<file path="config.mk">
export PLATFORM = sky130hd
export DESIGN_NAME = dma_regs
export DESIGN_NICKNAME = d
export VERILOG_FILES = /design/src/rtl/dma_regs.sv
export SDC_FILE = /design/constraint.sdc
export NUM_CORES = 1
export LEC_CHECK = 0
export CAP_MARGIN = 40
export CORE_MARGIN = 4
export CORE_UTILIZATION = 60
export DETAILED_ROUTE_END_ITERATION = 10
export DONT_BUFFER_PORTS = 1
export GPL_TIMING_DRIVEN = 0
export PLACE_DENSITY = 0.83
export RECOVER_POWER = 50
export SYNTH_ARGS = -nofsm -noshare
export SYNTH_HDL_FRONTEND = slang
export SYNTH_SLANG_ARGS = --single-unit
</file>
<file path="constraint.sdc">
create_clock -name clk -period 3 [get_ports clk]
set_input_delay 0.45 -clock clk [delete_from_list [all_inputs] [get_ports clk]]
set_output_delay 0.45 -clock clk [all_outputs]
set_load 0.005 [all_outputs]
</file>
<file path="src/rtl/dma_regs.sv">
// CPU-side register front end for the DMA engine: holds src/dst/len/ctrl, launches
// transfers, tracks engine busy, stalls the CPU and latches a completion interrupt.
module dma_regs #(
  parameter int unsigned ARM_TIMEOUT = 15,
  parameter bit          STALL_CPU   = 1'b1
) (
  input  logic        clk,
  input  logic        reset_n,
  input  logic        cpu_cs,
  input  logic        cpu_we,
  input  logic [2:0]  cpu_addr,
  input  logic [7:0]  cpu_din,
  output logic [7:0]  cpu_dout,
  output logic        cpu_rdy,
  output logic [7:0]  dma_ctrl,
  output logic [15:0] dma_src,
  output logic [15:0] dma_dst,
  output logic [7:0]  dma_len,
  input  logic        dma_busy,
  output logic        irq
);

  localparam int unsigned CNT_W = (ARM_TIMEOUT > 1) ? $clog2(ARM_TIMEOUT) : 1;
  localparam logic [CNT_W-1:0] CNT_LAST = CNT_W'(ARM_TIMEOUT - 1);

  localparam logic [1:0] S_IDLE = 2'd0;
  localparam logic [1:0] S_ARM  = 2'd1;
  localparam logic [1:0] S_RUN  = 2'd2;
  localparam logic [1:0] S_DONE = 2'd3;

  logic [1:0]       state_q, state_d;
  logic [7:0]       src_lo_q, src_lo_d, src_hi_q, src_hi_d;
  logic [7:0]       dst_lo_q, dst_lo_d, dst_hi_q, dst_hi_d;
  logic [7:0]       len_q, len_d;
  logic [6:0]       ctrl_q, ctrl_d;
  logic             start_q, start_d;
  logic [CNT_W-1:0] cnt_q, cnt_d;
  logic             timeout_q, timeout_d;
  logic             irq_pending_q, irq_pending_d;
  logic [7:0]       dout_q, dout_d;
  logic             rdy_q, rdy_d;

  logic wr_en_c;
  logic rd_en_c;
  logic reg_wr_c;

  assign wr_en_c  = cpu_cs & cpu_we;
  assign rd_en_c  = cpu_cs & ~cpu_we;
  // Configuration registers are frozen while a transfer is in flight.
  assign reg_wr_c = wr_en_c & (state_q == S_IDLE);

  always_ff @(posedge clk or negedge reset_n) begin
    if (!reset_n) begin
      state_q       <= S_IDLE;
      src_lo_q      <= 8'h00;
      src_hi_q      <= 8'h00;
      dst_lo_q      <= 8'h00;
      dst_hi_q      <= 8'h00;
      len_q         <= 8'h00;
      ctrl_q        <= 7'h00;
      start_q       <= 1'b0;
      cnt_q         <= '0;
      timeout_q     <= 1'b0;
      irq_pending_q <= 1'b0;
      dout_q        <= 8'h00;
      rdy_q         <= 1'b1;
    end else begin
      state_q       <= state_d;
      src_lo_q      <= src_lo_d;
      src_hi_q      <= src_hi_d;
      dst_lo_q      <= dst_lo_d;
      dst_hi_q      <= dst_hi_d;
      len_q         <= len_d;
      ctrl_q        <= ctrl_d;
      start_q       <= start_d;
      cnt_q         <= cnt_d;
      timeout_q     <= timeout_d;
      irq_pending_q <= irq_pending_d;
      dout_q        <= dout_d;
      rdy_q         <= rdy_d;
    end
  end

  always_comb begin
    state_d       = state_q;
    src_lo_d      = src_lo_q;
    src_hi_d      = src_hi_q;
    dst_lo_d      = dst_lo_q;
    dst_hi_d      = dst_hi_q;
    len_d         = len_q;
    ctrl_d        = ctrl_q;
    start_d       = start_q;
    cnt_d         = cnt_q;
    timeout_d     = timeout_q;
    irq_pending_d = irq_pending_q;
    dout_d        = dout_q;

    if (rd_en_c) begin
      case (cpu_addr)
        3'd0:    dout_d = src_lo_q;
        3'd1:    dout_d = src_hi_q;
        3'd2:    dout_d = dst_lo_q;
        3'd3:    dout_d = dst_hi_q;
        3'd4:    dout_d = len_q;
        3'd5:    dout_d = {(state_q != S_IDLE), ctrl_q};
        3'd6:    dout_d = {irq_pending_q, dma_busy, timeout_q, 3'b000, state_q};
        default: dout_d = 8'h00;
      endcase
    end

    if (reg_wr_c) begin
      case (cpu_addr)
        3'd0:    src_lo_d = cpu_din;
        3'd1:    src_hi_d = cpu_din;
        3'd2:    dst_lo_d = cpu_din;
        3'd3:    dst_hi_d = cpu_din;
        3'd4:    len_d    = cpu_din;
        default: ;
      endcase
    end

    // Ack first so a coincident DONE set below takes priority.
    if (wr_en_c && (cpu_addr == 3'd6) && cpu_din[0]) begin
      irq_pending_d = 1'b0;
    end

    case (state_q)
      S_IDLE: begin
        if (reg_wr_c && (cpu_addr == 3'd5)) begin
          ctrl_d = cpu_din[6:0];
          if (cpu_din[7]) begin
            start_d   = 1'b1;
            cnt_d     = '0;
            timeout_d = 1'b0;
            state_d   = S_ARM;
          end
        end
      end
      S_ARM: begin
        if (dma_busy) begin
          start_d = 1'b0;
          state_d = S_RUN;
        end else if (cnt_q == CNT_LAST) begin
          start_d   = 1'b0;
          timeout_d = 1'b1;
          state_d   = S_DONE;
        end else begin
          cnt_d = cnt_q + CNT_W'(1);
        end
      end
      S_RUN: begin
        if (!dma_busy) begin
          state_d = S_DONE;
        end
      end
      default: begin
        start_d = 1'b0;
        if (ctrl_q[0]) begin
          irq_pending_d = 1'b1;
        end
        state_d = S_IDLE;
      end
    endcase

    rdy_d = !(STALL_CPU && ((state_d == S_ARM) || (state_d == S_RUN)));
  end

  assign cpu_dout = dout_q;
  assign cpu_rdy  = rdy_q;
  assign dma_ctrl = {start_q, ctrl_q};
  assign dma_src  = {src_hi_q, src_lo_q};
  assign dma_dst  = {dst_hi_q, dst_lo_q};
  assign dma_len  = len_q;
  assign irq      = irq_pending_q;

endmodule

</file>
==> results of run 1 <==
==> stage by stage <==
stage | cell area, µm² | setup slack, ns | util [%] | std cells
after floorplan | 3090 | 1.32 | - | 243
after global placement | 3170 | 0.939 | 65.4 | 310
after detailed placement | 3170 | 0.968 | 65.4 | 310
after CTS | 3380 | 1.07 | 69.7 | 328
after global routing | 3360 | 0.704 | 69.3 | 328
final | 3360 | 1.03 | 69.3 | 328
==> state kept, by name, indices dropped and copies added (netlist names), 2 cells and up <==
| name | flops |
|---|---|
| cnt_q | 4 |
| state_q | 2 |
| cpu_dout | 8 |
| dst_lo_q | 8 |
| ctrl_q | 7 |
| src_lo_q | 8 |
| dst_hi_q | 8 |
| src_hi_q | 8 |
| dma_len | 8 |
==> cell usage after synthesis (3+ instances only) <==
cell type | count | area (µm²)
a221oi_1 | 5 | 43.8
a22oi_1 | 7 | 52.6
a32o_1 | 3 | 30.0
buf_2 | 3 | 15.0
buf_4 | 5 | 37.5
clkbuf_1 | 3 | 11.3
dfrtp_1 | 64 | 1600
inv_1 | 7 | 26.3
mux2_2 | 51 | 574
mux2i_1 | 7 | 70.1
nand2_1 | 8 | 30.0
nand3_1 | 9 | 45.0
nor2_1 | 12 | 45.0
nor2b_1 | 6 | 37.5
o21ai_0 | 10 | 50.1
o2bb2ai_1 | 4 | 35.0
==> power breakdown <==
part	internal, µW	switching (µW)
clock	342	323
sequential	1250	392
combinational	410	296
==> kinds of logic (layout without fill, tap and decap cells) <==
logic type,Yosys count,count (layout),share of synthesized area [%]
AOI/OAI and AO/OA,45,45,10.9
buffers and inverters,20,38,3.16
DFF,65,65,52.8
muxes,61,61,22.7
adders and majority gates,2,2,0.811
and+or+nand+nor,50,50,9.65
==> final cells by class <==
type,instances,share of cell area [%]
buffer,12,2.01
clock buffer,13,4.73
clock inverter,3,0.447
inverter,8,0.894
multi-input combinational,158,40.5
sequential,65,48.5
tap,67,2.50
timing repair buffer,2,0.447
==> worst min path at each step <==
stage | cells past startpoint | slack (ns) | endpoint | startpoint
3_3_place_gp | 0 | 0.16 | dst_lo_q[3] | reset_n
2_1_floorplan | 0 | 0.15 | cnt_q[0] | reset_n
4_1_cts | 1 | 0.25 | src_lo_q[6] | cpu_din[6]
6_report | 1 | 0.26 | dst_lo_q[7] | cpu_din[7]
5_1_grt | 1 | 0.24 | ctrl_q[2] | cpu_din[2]
3_5_place_dp | 0 | 0.16 | cpu_dout[2] | reset_n
==> metal layers <==
metal	wire (µm)	part of all wire, %	track usage [%]	vias to the layer above
met5	0	0	0	-
li1	-	-	-	932
met2	3590	49	39.3	104
met1	2910	40	32.9	1081
met4	117	1.6	8.76	0
met3	734	10	8.92	13
==> results.md, run 1 <==
- Slowest CP cell: clkbuf_2
- Starting Density: 63.6%
- Crit Path Max Fanout: 65
- Rel. slew slack: -3.82%
- Reg2Reg Depth: 5
- Synth cell types: 45
- CP startpoint: reset_n
- Hold slack final: 0.256 ns
- CTS Buf Count: 9
- Worst Skew: 0.00860 ns
- Number of synthesized register bits: 65
- Die Ht: 79.7 µm
- FF-to-FF End: src_lo_q[3]
- Post-DR wirelength/cell: 22.4 µm
- Root Driver: clkbuf_8
- CTS tree: built
- CTS Buffer Depth: 2
- Crit. End Element: asynchronous set/reset pin
- Largest delay contributor family on the critical path: buffers and inverters
- WP data required: 3.17 ns
- Die area: 0.00635 mm²
- Critical Path Max Stage Delay: 1.13 ns
- Hold Path Class: input port to register
- Final Slew Violations: 66
- P per Cell Area: 899 mW/mm²
- Most used flip-flop cell after synthesis: dfrtp_1
- Vias per cell: 6.49
- Largest net degree at the start of global routing: 66
- Setup crit end: src_hi_q[6]
- Clock transition at path regs: 0.07 ns
- Layout area overhead: 8.84%
- Status: finished with violations
- Detailed Routing Iterations Pass 1: 4
- Postcts setup bufs: 0
- Crit start category: input port
- Post-route ant nets: 0
- Mapped Cells: 243
- Post-layout min period: 1.97 ns
- RR Startpoint: state_q[0]
- Most common cell after layout, fill and taps aside: dfrtp_1
- Core footprint: 0.00485 mm²
- Final period utilization: 65.6%
- Buffers & Inverters on Critical Path: 2
- CP Depth: 2
- Flop2flop setup slack: 1.06 ns
- VDD IR max: 0.534 mV
- Via count: 2130
- Clock tree sinks: 65
- RSZ-0062 raised after global routing: no
- Achievable Freq: 508 MHz
- Finish-stage setup viols: 0
- Layout Nets: 274
- Leakage power: 0.00152 µW
- Ys async rst share: 100%
- Post-synth net total: 261
- Detailed Route Iter0 Violations: 297
- # DRC: 0
- Total power: 3020 µW
- Average size of a mapped cell: 12.7 µm²
- Post-DP HPWL: 5150 µm
- N_diodes: 0
- Vias in the first global route: 2201
- Gr usage total: 25.3%
- Initial antenna violation count: 0
- Cell area after synthesis: 0.00309 mm²
- Number of synthesized flops with an enable pin: 0
- Layout cells sized above 1: 32.2%
- First-pass GRT wire length: 11900 µm
- Worst-Skew Late Latency: 0.34 ns
- Setup TNS: 0 ns
- # resized after CTS: 0
- Failing checks: capacitance limit, slew limit
- H-Tree Depth: 3
- IO Count: 74
- Cells along the critical path: dlygate4sd3_1 > clkbuf_2
- Register area: 0.00163 mm²
- Row Count: 25
- Ys Warns: 0
- Area of the multi-input gates: 0.00136 mm²
- Die span in x: 79.7 µm
- Number of fillers in the final layout: 364
- Commonest cells after routing, fill and taps aside: dfrtp_1, mux2_2, nor2_1
- Slew @ Worst Pin: 1.56 ns
- Register area share after synthesis: 52.8%
- CTS Hold Bufs: 2
- CP Class: input port to asynchronous set/reset pin
- Final Hold Vio Count: 0
- Count of input and output buffers: 0
- Post-Route WL: 7360 µm
- Arrival @ worst endpoint: 2.14 ns
- Max_cap viols: 1
- Total grt overflow: 0
- Placer's final routability congestion estimate: 0.883
Note: power is estimated with default switching activity, not from simulation.
==> run 2, diff against run 1 <==
clock period = 2 ns   (was 3 ns; I/O delays follow)
==> results.md, run 2 (synthesis results as in run 1) <==
- Status: finished clean
- Rel. slew slack: 6.93% (+11 points)
- Postcts setup bufs: 0 (unchanged)
- CTS Buf Count: 9 (unchanged)
- Largest delay contributor family on the critical path: simple AND/OR/NAND/NOR gates
- Largest net degree at the start of global routing: 66 (unchanged)
- P per Cell Area: 1350 mW/mm² (+50%)
- Die Ht: 79.7 µm (unchanged)
- # DRC: 0 (unchanged)
- Hold Path Class: input port to register
- FF-to-FF End: src_lo_q[3]
- Hold slack final: 0.106 ns (-0.150 ns)
- Worst-Skew Late Latency: 0.34 ns (about the same)
- # resized after CTS: 0 (unchanged)
- Achievable Freq: 514 MHz
- Reg2Reg Depth: 5 (unchanged)
- Vias per cell: 6.47 (-0.33%)
- WP data required: 2.22 ns (-0.95 ns)
- Crit Path Max Fanout: 8 (-88%)
- Detailed Routing Iterations Pass 1: 4 (unchanged)
- Worst Skew: 0.00859 ns (-0.00000452 ns)
- Root Driver: clkbuf_8
- Count of input and output buffers: 0 (unchanged)
- Via count: 2123 (-0.33%)
- Max_cap viols: 0 (-1)
- Arrival @ worst endpoint: 2.17 ns (+0.03 ns)
- Layout Nets: 274 (unchanged)
- Starting Density: 63.6% (unchanged)
- Finish-stage setup viols: 0 (unchanged)
- RR Startpoint: state_q[0]
- Clock transition at path regs: 0.07 ns (about the same)
- First-pass GRT wire length: 11900 µm (unchanged)
- Layout area overhead: 8.84% (unchanged)
- Slew @ Worst Pin: 1.40 ns (-0.161 ns)
- Row Count: 25 (unchanged)
- Most common cell after layout, fill and taps aside: dfrtp_1
- Buffers & Inverters on Critical Path: 1 (-1)
- CTS Hold Bufs: 2 (unchanged)
- Total power: 4530 µW (+50%)
- Die span in x: 79.7 µm (unchanged)
- H-Tree Depth: 3 (unchanged)
- Post-layout min period: 1.95 ns
- Placer's final routability congestion estimate: 0.883 (unchanged)
- Initial antenna violation count: 0 (unchanged)
- Final Slew Violations: 0 (-100%)
- CTS Buffer Depth: 2 (unchanged)
- Total grt overflow: 0 (unchanged)
- Commonest cells after routing, fill and taps aside: dfrtp_1, mux2_2, nor2_1
- Final Hold Vio Count: 0 (unchanged)
- Flop2flop setup slack: 0.05 ns (-1.01 ns)
- Detailed Route Iter0 Violations: 291 (-2.0%)
- Setup TNS: 0 ns (unchanged)
- VDD IR max: 0.801 mV (+50%)
- Gr usage total: 25.3% (unchanged)
- Final period utilization: 97.3%
- Number of fillers in the final layout: 364 (unchanged)
- CTS tree: built
- Leakage power: 0.00152 µW (about the same)
- Crit start category: register
- Core footprint: 0.00485 mm² (unchanged)
- Cells along the critical path: and4bb_1 > buf_4 > nand2_4 > nor3_4 > mux2_2
- Vias in the first global route: 2201 (unchanged)
- IO Count: 74 (unchanged)
- Critical Path Max Stage Delay: 0.45 ns (-0.68 ns)
- Crit. End Element: register
- Post-DP HPWL: 5150 µm (unchanged)
- Min-Delay Endpoint: dst_lo_q[7]
- Post-Route WL: 7380 µm (+0.33%)
- Die area: 0.00635 mm² (unchanged)
- Critical hold path startpoint: cpu_din[7]
- CP Class: register to register
- N_diodes: 0 (unchanged)
- Post-route ant nets: 0 (unchanged)
- Cells on Worst Hold Path: 1 (unchanged)
- RSZ-0062 raised after global routing: no
- Post-DR wirelength/cell: 22.5 µm (+0.33%)
- Slowest CP cell: nor3_4
- Clock tree sinks: 65 (unchanged)
- Layout cells sized above 1: 32.2% (unchanged)
## run 2: changes by cell type in the layout (fill, tap and decap cells not counted)
cell,delta
buf_2,+1
clkbuf_2,-1
## run 2: power by group
group          switching [µW]  internal [µW]  total [µW]
logic                     445            615        1060
clock network             486            512         998
registers                 589           1880        2470
total                    1520           3010        4530
## run 2: through the flow
step,worst slack [ns],cell area [µm²],instances,util [%]
after floorplan,0.422,3090,243,-
after global placement,0.0892,3170,310,65.4
after detailed placement,0.0906,3170,310,65.4
after CTS,0.0672,3380,328,69.7
after global routing,0.0200,3360,328,69.3
final,0.0550,3360,328,69.3
## run 2: per-layer routing
metal	vias to the layer above	share of wire, %	track usage [%]
met4	0	1.6	8.76
li1	932	-	-
met5	-	0	0
met1	1077	40	32.9
met2	101	49	39.3
met3	13	9.9	8.92
## run 2: how the worst max path moves through the flow
stage           startpoint           to  slack, ns  cells past startpoint
6_report        state_q[0]  src_lo_q[3]       0.05                      5
5_1_grt            reset_n  cpu_dout[6]       0.02                      2
4_1_cts         state_q[0]  src_lo_q[3]       0.07                      5
3_5_place_dp    state_q[0]  src_lo_q[2]       0.09                      5
3_3_place_gp   cpu_addr[2]  cpu_dout[2]       0.09                      5
2_1_floorplan   state_q[1]  src_lo_q[0]       0.42                      5
## run 2: worst reg2reg max path, stage by stage (launching register included)
cell	delay (ns)
dfrtp_1	0.42
and4bb_1	0.29
buf_4	0.17
nand2_4	0.09
nor3_4	0.45
mux2_2	0.40
## run 2: area by class of cell
| cell class | count | area, µm² | area share, % |
|---|---|---|---|
| sequential | 65 | 1630 | 48.5 |
| multi-input combinational | 158 | 1360 | 40.5 |
| clock buffer | 13 | 159 | 4.73 |
| tap | 67 | 83.8 | 2.50 |
| buffer | 12 | 67.6 | 2.01 |
| inverter | 8 | 30.0 | 0.894 |
| clock inverter | 3 | 15.0 | 0.447 |
| timing repair buffer | 2 | 15.0 | 0.447 |
==> run 3, diff against run 2 <==
CORE_ASPECT_RATIO = 0.7   (was not set)
CTS_CLUSTER_DIAMETER = 100   (was not set)
clock period = 2.1 ns   (was 2 ns; I/O delays follow)
==> results.md, run 3 (synthesis results as in run 1) <==
- Post-layout min period: 1.92 ns (-0.0265 ns)
- H-Tree Depth: 3 (unchanged)
- CTS Buffer Depth: 2 (unchanged)
- Starting Density: 63.1% (-0.51 points)
- Clock transition at path regs: 0.07 ns (about the same)
- Achievable Freq: 521 MHz (+1.4%)
- Die area: 0.00637 mm² (+0.29%)
- Buffers & Inverters on Critical Path: 1 (unchanged)
- Status: finished clean
- Hold Path Class: input port to register
- Worst Skew: 0.00597 ns (-0.00263 ns)
- Largest net degree at the start of global routing: 66 (unchanged)
- Detailed Route Iter0 Violations: 133 (-54%)
- Post-DP HPWL: 5440 µm (+5.8%)
- # DRC: 0 (unchanged)
- Max_cap viols: 0 (unchanged)
- Rel. slew slack: 5.20% (-1.7 points)
- Slew @ Worst Pin: 1.42 ns (+0.0260 ns)
- Core footprint: 0.00489 mm² (+0.80%)
- Row Count: 21 (-16%)
- Count of input and output buffers: 0 (unchanged)
- Die Ht: 68.0 µm (-15%)
- Final Core Density: 69.5% (+0.19 points)
- Critical Path Max Stage Delay: 0.44 ns (about the same)
- Most common cell after layout, fill and taps aside: dfrtp_1
- Placer's final routability congestion estimate: 0.829 (-6.2%)
- Crit. End Element: register
- Slowest CP cell: nor3_4
- VDD IR max: 0.716 mV (-11%)
- Root Driver: clkbuf_8
- Post-DR wirelength/cell: 23.6 µm (+4.8%)
- CTS Buf Count: 9 (unchanged)
- Via count: 2134 (+0.52%)
- Largest delay contributor family on the critical path: simple AND/OR/NAND/NOR gates
- RSZ-0062 raised after global routing: no
- Layout Nets: 274 (unchanged)
- First-pass GRT wire length: 12100 µm (+1.3%)
- IO Count: 74 (unchanged)
- Final Slew Violations: 0 (unchanged)
- Post-Route WL: 7780 µm (+5.4%)
- Initial antenna violation count: 0 (unchanged)
- Leakage power: 0.00153 µW (+0.89%)
- Pre-CTS WS: 0.214 ns (+0.123 ns)
- Crit start category: register
- Crit Path Max Fanout: 8 (unchanged)
- P per Cell Area: 1320 mW/mm² (-2.1%)
- Worst-Skew Late Latency: 0.34 ns (about the same)
- Layout cells sized above 1: 32.2% (unchanged)
- CP Class: register to register
- Commonest cells after routing, fill and taps aside: dfrtp_1, mux2_2, nor2_1, clkbuf_8, o21ai_0
- Clock tree sinks: 65 (unchanged)
- CTS tree: built
- Worst setup margin: 0.181 ns (+0.126 ns)
- Vias per cell: 6.47 (about the same)
- Vias in the first global route: 2157 (-2.0%)
- Detailed Routing Iterations Pass 1: 4 (unchanged)
- N_diodes: 0 (unchanged)
- Finish-stage setup viols: 0 (unchanged)
- Arrival @ worst endpoint: 2.14 ns (-0.03 ns)
- Number of fillers in the final layout: 370 (+1.6%)
- Gr usage total: 26.0% (+0.72 points)
- WP data required: 2.33 ns (+0.11 ns)
- Cells along the critical path: and4bb_1 > buf_4 > nand2_4 > nor3_4 > mux2_2
- Post-route ant nets: 0 (unchanged)
- Final period utilization: 91.4% (-5.9 points)
- Total grt overflow: 0 (unchanged)
- Final Hold Vio Count: 0 (unchanged)
- Layout area overhead: 10.0%
- Die span in x: 93.7 µm (+18%)
- Setup TNS: 0 ns (unchanged)
run 3: changes by cell type in the layout (fill, tap and decap cells not counted):
cell,change
clkinv_2,-2
clkbuf_8,+1
bufinv_16,+1
run 3: where the power goes:
group | switching (µW) | internal, µW
combinational | 440 | 586
clock | 459 | 645
sequential | 561 | 1790
run 3: area by class of cell:
type	count	area, µm²	share of cell area (%)
clock buffer	14	173	5.09
sequential	65	1630	48.0
clock inverter	2	35.0	1.03
buffer	12	67.6	1.99
multi-input combinational	158	1360	40.1
inverter	8	30.0	0.885
tap	69	86.3	2.54
timing repair buffer	2	15.0	0.442
run 3: worst reg2reg max path: stages (launching register included):
cell and delay (ns):
dfrtp_1 0.42, and4bb_1 0.27, buf_4 0.16, nand2_4 0.09, nor3_4 0.45, mux2_2 0.41
run 3: what timing repair did:
item / 4_1_cts / 5_1_grt
hold endpoints to repair: 65 / 0
hold buffers: 2 / 0
buffers inserted: 0 / 0
resized for setup: 0 / 0
run 3: path summary, 6_finish.rpt:
check | start | end | slack [ns] | cells past startpoint
hold / removal | cpu_din[6] | src_lo_q[6] | 0.11 | 1
max in group asynchronous | reset_n | dst_lo_q[1] | 0.35 | 2
hold reg to reg | timeout_q | timeout_q | 0.54 | 2
setup / recovery | state_q[0] | src_lo_q[2] | 0.18 | 5
min in group asynchronous | reset_n | src_hi_q[4] | 0.86 | 2
setup reg to reg | state_q[0] | src_lo_q[2] | 0.18 | 5
run 3: metrics by stage:
step / cells / total power [µW] / area [µm²] / hold slack, ns
2_1_floorplan: 243 / 3020 / 3090 / 0.0194
3_3_place_gp: 312 / 3300 / 3170 / 0.0209
3_5_place_dp: 312 / 3380 / 3170 / 0.0210
4_1_cts: 330 / 4510 / 3420 / 0.0984
5_1_grt: 330 / 4760 / 3390 / 0.101
6_report: 330 / 4480 / 3390 / 0.113
run 3: layer usage:
layer	global-route usage [%]	share of wire [%]	vias to the layer above
li1	-	-	928
met1	34.6	41	1071
met2	38.2	44	125
met3	12.7	14	10
met4	6.85	0.99	0
met5	0	0	-
